[src/rtl/phase_ramp_gen_pkg.sv]
// Shared definitions for the phase ramp generator: FSM encoding and
// saturation limits of a signed accumulator of a given width.
package phase_ramp_gen_pkg;

  typedef enum logic [1:0] {
    ST_IDLE     = 2'd0,
    ST_SCALE    = 2'd1,
    ST_ACCUM    = 2'd2,
    ST_STEP_OUT = 2'd3
  } state_e;

  // Limits are returned in 64 bits; callers keep the low w bits.
  function automatic logic signed [63:0] sat_max(input int unsigned w);
    return (64'sd1 <<< (w - 1)) - 64'sd1;
  endfunction

  function automatic logic signed [63:0] sat_min(input int unsigned w);
    return -(64'sd1 <<< (w - 1));
  endfunction

endpackage

[src/rtl/sat_add.sv]
// Signed W-bit adder that clamps to the representable range and flags
// when the clamp was applied.
module sat_add
  import phase_ramp_gen_pkg::*;
#(
  parameter int W = 32
) (
  input  logic signed [W-1:0] i_a,
  input  logic signed [W-1:0] i_b,
  output logic signed [W-1:0] o_sum,
  output logic                o_ovf
);

  localparam logic signed [63:0] MAX64 = sat_max(W);
  localparam logic signed [63:0] MIN64 = sat_min(W);
  localparam logic signed [W-1:0] MAX_V = MAX64[W-1:0];
  localparam logic signed [W-1:0] MIN_V = MIN64[W-1:0];

  logic signed [W-1:0] raw_sum;

  always_comb begin
    raw_sum = i_a + i_b;
    // Overflow only when both operands share a sign the result lost.
    o_ovf   = (i_a[W-1] == i_b[W-1]) && (raw_sum[W-1] != i_a[W-1]);
    o_sum   = raw_sum;
    if (o_ovf) begin
      o_sum = i_a[W-1] ? MIN_V : MAX_V;
    end
  end

endmodule

[src/rtl/phase_ramp_gen.sv]
// Phase ramp generator: integrates scaled error into a phase step and
// accumulates that step into a wrapping ramp that drives the DAC.
module phase_ramp_gen
  import phase_ramp_gen_pkg::*;
#(
  parameter int DAC_BIT = 16,
  parameter int ACC_BIT = 32
) (
  input  logic                      i_clk,
  input  logic                      i_rst_n,
  input  logic                      i_status,
  input  logic                      i_fb_on,
  input  logic signed [ACC_BIT-1:0] i_err,
  input  logic                      i_step_sync,
  input  logic                      i_ramp_sync,
  input  logic                      i_polarity,
  input  logic        [4:0]         i_gain1_sel,
  input  logic        [4:0]         i_gain2_sel,
  input  logic signed [ACC_BIT-1:0] i_const_step,
  input  logic signed [DAC_BIT-1:0] i_mod_h,
  input  logic signed [DAC_BIT-1:0] i_mod_l,
  output logic signed [ACC_BIT-1:0] o_step,
  output logic        [ACC_BIT-1:0] o_ramp,
  output logic        [DAC_BIT-1:0] o_dac,
  output logic                      o_sat,
  output logic                      o_sync_miss
);

  state_e                    state_q, state_d;
  logic signed [ACC_BIT-1:0] e1_q, e1_d;
  logic signed [ACC_BIT-1:0] acc_q, acc_d;
  logic signed [ACC_BIT-1:0] step_q, step_d;
  logic        [ACC_BIT-1:0] ramp_q, ramp_d;
  logic        [DAC_BIT-1:0] dac_q, dac_d;
  logic                      sat_q, sat_d;
  logic                      miss_q, miss_d;
  logic signed [ACC_BIT-1:0] acc_sum;
  logic                      acc_ovf;

  sat_add #(.W(ACC_BIT)) u_sat_add (
    .i_a   (acc_q),
    .i_b   (e1_q),
    .o_sum (acc_sum),
    .o_ovf (acc_ovf)
  );

  // Each state's register is loaded on the edge that enters that state,
  // so a step_sync at cycle t shows the new o_step during cycle t+3.
  always_comb begin
    state_d = state_q;
    e1_d    = e1_q;
    acc_d   = acc_q;
    step_d  = step_q;
    ramp_d  = ramp_q;
    sat_d   = sat_q;
    miss_d  = miss_q;
    dac_d   = ramp_q[ACC_BIT-1 -: DAC_BIT] + (i_polarity ? i_mod_h : i_mod_l);

    if (i_ramp_sync) begin
      ramp_d = ramp_q + step_q;
    end

    case (state_q)
      ST_IDLE: begin
        if (i_step_sync) begin
          state_d = ST_SCALE;
          e1_d    = i_err >>> i_gain1_sel;
        end
      end
      ST_SCALE: begin
        state_d = ST_ACCUM;
        acc_d   = acc_sum;
        if (acc_ovf) begin
          sat_d = 1'b1;
        end
      end
      ST_ACCUM: begin
        state_d = ST_STEP_OUT;
        step_d  = i_fb_on ? (acc_q >>> i_gain2_sel) : i_const_step;
      end
      default: begin
        state_d = ST_IDLE;
      end
    endcase

    if (i_step_sync && (state_q != ST_IDLE)) begin
      miss_d = 1'b1;
    end

    // Dropping the loop enable aborts any sequence before o_step updates.
    if (!i_status) begin
      state_d = ST_IDLE;
      e1_d    = '0;
      acc_d   = '0;
      step_d  = '0;
      ramp_d  = '0;
      dac_d   = '0;
      sat_d   = 1'b0;
      miss_d  = 1'b0;
    end
  end

  always_ff @(posedge i_clk or negedge i_rst_n) begin
    if (!i_rst_n) begin
      state_q <= ST_IDLE;
      e1_q    <= '0;
      acc_q   <= '0;
      step_q  <= '0;
      ramp_q  <= '0;
      dac_q   <= '0;
      sat_q   <= 1'b0;
      miss_q  <= 1'b0;
    end else begin
      state_q <= state_d;
      e1_q    <= e1_d;
      acc_q   <= acc_d;
      step_q  <= step_d;
      ramp_q  <= ramp_d;
      dac_q   <= dac_d;
      sat_q   <= sat_d;
      miss_q  <= miss_d;
    end
  end

  assign o_step      = step_q;
  assign o_ramp      = ramp_q;
  assign o_dac       = dac_q;
  assign o_sat       = sat_q;
  assign o_sync_miss = miss_q;

endmodule

[config.mk]
export PLATFORM = sky130hd
export DESIGN_NAME = phase_ramp_gen
export DESIGN_NICKNAME = d
export VERILOG_FILES = /design/src/rtl/phase_ramp_gen_pkg.sv /design/src/rtl/sat_add.sv /design/src/rtl/phase_ramp_gen.sv
export SDC_FILE = /design/constraint.sdc
export NUM_CORES = 1
export LEC_CHECK = 0
export BUFFER_PORTS_ARGS = -buffer_cell sky130_fd_sc_hd__buf_2
export CAP_MARGIN = 20
export CORE_UTILIZATION = 37
export DETAILED_ROUTE_END_ITERATION = 6
export GPL_ROUTABILITY_DRIVEN = 0
export SLEW_MARGIN = 10
export SYNTH_ARGS = -nofsm -noshare
export SYNTH_HDL_FRONTEND = slang
export SYNTH_SLANG_ARGS = --single-unit
[constraint.sdc]
create_clock -name i_clk -period 7.4 [get_ports i_clk]
set_input_delay 0.74 -clock i_clk [delete_from_list [all_inputs] [get_ports i_clk]]
set_output_delay 0.74 -clock i_clk [all_outputs]
set_load 0.02 [all_outputs]
# Yosys cells after proc, flatten, opt, wreduce, memory -nomap -nowiden
# Cells that the tools add are included.
[classes]
add_sub_neg = 3
n_eq_ne = 12
n_shift = 2
muxes = 22
reduce_logical = 6
[op_table]
columns = ["op", "n"]
rows = [
  ["$mux 32", 12],
  ["$add 32x32->32", 2],
  ["$sshr 32x5->32", 2],
  ["$mux 16", 2],
  ["$add 16x16->16", 1],
  ["$ne 2x1->1 const B", 7],
  ["$pmux 2 s3", 1],
  ["$mux 1", 5],
  ["$mux 2", 2],
  ["$reduce_and 2->1", 2],
  ["$ne 3x3->1 const B", 1],
  ["$eq 2x1->1 const B", 1],
  ["$eq 2x2->1 const B", 1],
  ["$logic_and 1x1->1", 2],
  ["$logic_not 2->1", 1],
  ["$reduce_bool 2->1", 1],
  ["$eq 1x1->1", 1],
  ["$ne 1x1->1", 1],
]
[word_totals]
ff_bits = 148
inputBits = 113
output_inout_bits = 82
word_cells = 53

# Logic depth before layout (Yosys ltp)
[logic_depth]
word_depth = 6
depth_mapped = 13
depth_no_buf = 12

# Hierarchy
# A second synthesis with hierarchy kept.
[hier_totals]
hier_cells = 1632
area_unflattened_um2 = 13830.8
[by_module_without_submodules]
columns = ["mod", "n_inst", "cells_each", "area_each_um2", "seq_area_each_um2"]
rows = [
  ["phase_ramp_gen", 1, 1333, 11721.2, 3703.6],
  ["sat_add", 1, 299, 2109.5, 0.0],
]

# Worst setup path before layout
# Ideal clock, no wire load.
[synth_path]
path_kind = "input port to flip-flop"
startpoint = "input port i_polarity"
endpoint = "register dac_q[15], in the netlist o_dac[15]"
setup_time_ns = 0.119
arrival_ns = 3.475
t_required_ns = 7.281
setup_slack_ns = 3.806
path_stages = 12
n_path_buf = 2
path_cell_list = "clkbuf_1 > buf_1 > mux2_2 > ha_1 > a21o_1 > a21oi_1 > o21ai_0 > a41o_1 > o41ai_1 > o21ai_0 > xnor2_1 > and2_1"
[synth_between]
elab_chain_len = 3
[synth_lines]
columns = ["item", "line_no", "source"]
rows = [
  ["start: declaration", "phase_ramp_gen.sv:16", "input logic i_polarity,"],
  ["$mux 16", "phase_ramp_gen.sv:57", "dac_d = ramp_q[ACC_BIT-1 -: DAC_BIT] + (i_polarity ? i_mod_h : i_mod_l);"],
  ["$add 16x16->16", "phase_ramp_gen.sv:57", ""],
  ["$mux 16", "phase_ramp_gen.sv:91", "if (!i_status) begin"],
  ["via dac_d[15]", "phase_ramp_gen.sv:34", "logic [DAC_BIT-1:0] dac_q, dac_d;"],
  ["end signal: assignment", "phase_ramp_gen.sv:110", "dac_q <= '0;"],
  ["end signal: assignment", "phase_ramp_gen.sv:119", "dac_q <= dac_d;"],
  ["end: declaration", "phase_ramp_gen.sv:34", ""],
]
# The timed path passes the listed nets, and every way through them passes these cells.
# A chain may end at the register's enable or synchronous reset.

# Worst setup path in the final report
[layout_path]
startpoint = "register step_q[0], in the netlist o_step[0]"
endpoint = "register ramp_q[30], in the netlist o_ramp[30]"
[layout_between]
elab_chain_len = 3
[layout_lines]
columns = ["item", "line_no", "source"]
rows = [
  ["start: declaration", "phase_ramp_gen.sv:32", "logic signed [ACC_BIT-1:0] step_q, step_d;"],
  ["start signal: assignment", "phase_ramp_gen.sv:117", "step_q <= step_d;"],
  ["$add 32x32->32", "phase_ramp_gen.sv:60", "ramp_d = ramp_q + step_q;"],
  ["$mux 32", "phase_ramp_gen.sv:59", "if (i_ramp_sync) begin"],
  ["$mux 32", "phase_ramp_gen.sv:91", ""],
  ["end signal: assignment", "phase_ramp_gen.sv:118", "ramp_q <= ramp_d;"],
  ["end: declaration", "phase_ramp_gen.sv:33", "logic [ACC_BIT-1:0] ramp_q, ramp_d;"],
]
# Every way passes these cells. The select of a mux whose other input is x is not followed.

==> impl_metrics.py <==
metrics = {
    "detailed_routing": {
        "drc_errors": 0,
        "drtPass1Iterations": 5,
        "wire_per_inst_um": 17.1,
        "routed_wl_um": 36500,
        "vias_per_cell": 5.56,
        "vias": 11893,
        "drtIter0Drc": 645,
        "postRouteAntennaNets": 0,
    },
    "power": {
        "p_clk_share_pct": 25.2,
        "power_frac_comb_pct": 42.1,
        "p_total_mw": 3.48,
        "p_int_mw": 2.09,
        "switching_share_pct": 40.1,
        "p_seq_share_pct": 32.7,
        "switchingPower_mw": 1.40,
        "power_density_nw_per_um2": 230,
        "p_leak_nw": 7.36,
        "ir_drop_v": 0.000134,
    },
    "worst_setup_path": {
        "critPathLaunchType": "flop",
        "path_class": "flop to flop",
        "crit_required_ps": 7770,
        "reg2reg_depth": 11,
        "critPathCaptureType": "flop",
        "cp.arrival_ps": 3950,
        "crit_path_max_fanout": 4,
    },
    "floorplan": {
        "ios": 195,
        "start_util_pct": 37.6,
        "die_area_sq_um": 36800,
        "die_h_um": 192,
        "die_x_um": 192,
        "core_area_sq_um": 35500,
        "rows": 69,
    },
    "finish": {
        "areaGrowthSynthToFinish_pct": 13.6,
        "final_cell_mix": "nand2_1 (197), buf_2 (193), dfrtp_1 (148)",
        "nFillCells": 3519,
        "drive_gt1_share_pct": 20.0,
        "layout.cells.most_common": "nand2_1",
        "nNetsFinal": 1857,
    },
    "synth": {
        "syn_inst": 1537,
        "post_synth_and_or_nand_nor_area_fraction_pct": 17.8,
        "synth_compound_area_share_pct": 22.1,
        "ys.flop_type": "dfrtp_1",
        "ys_seq_area_share_pct": 27.8,
        "ys_async_sr_fraction_pct": 100,
        "syn-cell-area_sq_um": 13300,
        "synth_mux_area_share_pct": 16.4,
        "synth_cell_type_count": 76,
        "ys_seq_elements": 148,
        "synth_enable_flop_cells": 0,
        "synth_top_family_by_area": "compound AO/OA/AOI/OAI gates",
        "synth_fp_nets": 1733,
        "yosys.area_share.adder_pct": 7.96,
        "synth.avg_cell_area_sq_um": 8.67,
        "yosysWarningCount": 0,
        "synth_xor_xnor_area_share_pct": 4.14,
    },
    "timing": {
        "setup_tns_ps": 0,
        "max_freq_ghz": 0.279,
        "whs_ps": 332,
        "finalClockSkew_ps": 11.4,
        "drv_slew": 0,
        "setup_viol": 0,
        "period_share_pct": 48.4,
        "fin_crit_ps": 3580,
        "hold_viol": 0,
        "worstMarginPinSlew_ps": 1150,
        "rsz0062_at_grt": "false",
        "slew_headroom_pct": 22.4,
    },
    "global_route": {
        "grt_overflow": 0,
        "grt_max_degree": 95,
        "track_usage_pct": 19.9,
        "grt_pass1_wl_um": 59000,
        "grt_antenna_before_repair": 3,
        "grt_pass1_vias": 11295,
    },
    "cts": {
        "numCtsBuffers": 17,
        "cts_tree": "done",
        "cts_resized": 0,
        "clkLatencyLatePin_ps": 440,
        "clk_pin_slew_worst_paths_ps": 60,
        "post-cts-setup-buffers": 0,
        "htreeDepth": 4,
        "cts_hold_buf": 0,
        "cts_root_buf": "clkbuf_16",
        "cts_sinks": 148,
        "clk_path_buf_depth": 2,
    },
    "placed_design": {
        "portBuffers": 194,
        "hpwl_um": 28200,
    },
    "job": {
        "cap_violations": 0,
    },
    "hold_path": {
        "hold_class": "primary input to asynchronous set/reset pin",
    },
    "outcome": {
        "status": "complete, no violations",
    },
}
-- metrics by stage --
step	setup WS [ps]	instances	util [%]	area (sq um)
finish	3820	2138	42.7	15100
global route	3520	2138	42.7	15100
CTS	3830	2135	42.7	15100
floorplan	3810	1537	-	13300
detailed placement	3450	2103	41.0	14500
global placement	3490	2103	41.0	14500
-- cell families after synthesis --
| group | Yosys count |
|---|---|
| mux | 167 |
| compound gates | 456 |
| fa+ha+maj | 83 |
| flops | 148 |
| buf+inv | 126 |
| simple gates | 494 |
| xor+xnor | 63 |
-- cell usage after synthesis, types with 27 or more instances --
master | n | share of area [%]
clkbuf_1 | 72 | 2.0
nand2_1 | 197 | 5.5
and2_1 | 27 | 1.3
mux4_2 | 37 | 6.3
o211ai_1 | 37 | 2.1
dfrtp_1 | 148 | 28
a21oi_1 | 112 | 4.2
nor2b_1 | 52 | 2.4
ha_1 | 80 | 7.5
nor2_1 | 93 | 2.6
mux2_2 | 41 | 3.5
mux2i_1 | 89 | 6.7
o21ai_0 | 131 | 4.9
nand2b_1 | 29 | 1.4
a21o_1 | 31 | 1.7
xnor2_1 | 43 | 2.8
-- cell type report --
class / instances / area (sq um) / share of cell area (%)
Multi-Input combinational cell: 1263 / 9130 / 60.3
Sequential cell: 148 / 3700 / 24.5
Timing Repair Buffer: 201 / 1030 / 6.80
Tap cell: 461 / 577 / 3.81
Clock buffer: 22 / 464 / 3.07
Clock inverter: 10 / 124 / 0.818
Inverter: 30 / 113 / 0.744
Antenna cell: 3 / 7.51 / 0.0496
-- worst paths after layout --
check                       startpoint           to  slack [ps]
hold reg to reg            o_sync_miss  o_sync_miss         490
max in group asynchronous      i_rst_n      e1_q[0]        5660
min in group i_clk         o_sync_miss  o_sync_miss         490
setup reg to reg             o_step[0]   o_ramp[30]        3820
setup / recovery             o_step[0]   o_ramp[30]        3820
hold / removal                 i_rst_n    o_step[2]         330
-- state kept, by name (all words and copies together) (netlist names) --
name,cells
e1_q,32
o_sat,1
state_q,2
o_ramp,32
o_step,32
o_dac,16
acc_q,32
o_sync_miss,1
-- worst max-delay path, cell delays in order, from the launching register on --
cell and delay, ps:
dfrtp_1 400, ha_1 240, fa_1 420, a21o_1 200, a22oi_1 290, o22ai_1 190, o311ai_0 810, o211a_1 340
o21bai_1 150, a21o_1 210, a21oi_1 150, nand3b_1 120
-- power groups by stage --
| stage | Clock (mW) | Combinational (mW) | Sequential [mW] |
|---|---|---|---|
| 2_1_floorplan | 0 | 1.01 | 1.18 |
| 3_3_place_gp | 0 | 1.43 | 1.15 |
| 3_5_place_dp | 0 | 1.46 | 1.15 |
| 4_1_cts | 0.895 | 1.47 | 1.14 |
| 5_1_grt | 0.927 | 1.63 | 1.17 |
| 6_report | 0.877 | 1.47 | 1.14 |
-- metal layers --
layer	vias up	part of all wire (%)	wire (um)	global-route usage, %
li1	5897	-	-	-
met5	-	0	0	0
met4	0	1.4	507	5.07
met2	283	47	17200	32.6
met3	39	4.7	1710	2.69
met1	5674	47	17100	27.6
No activity file was read; power rests on OpenSTA's default activity.
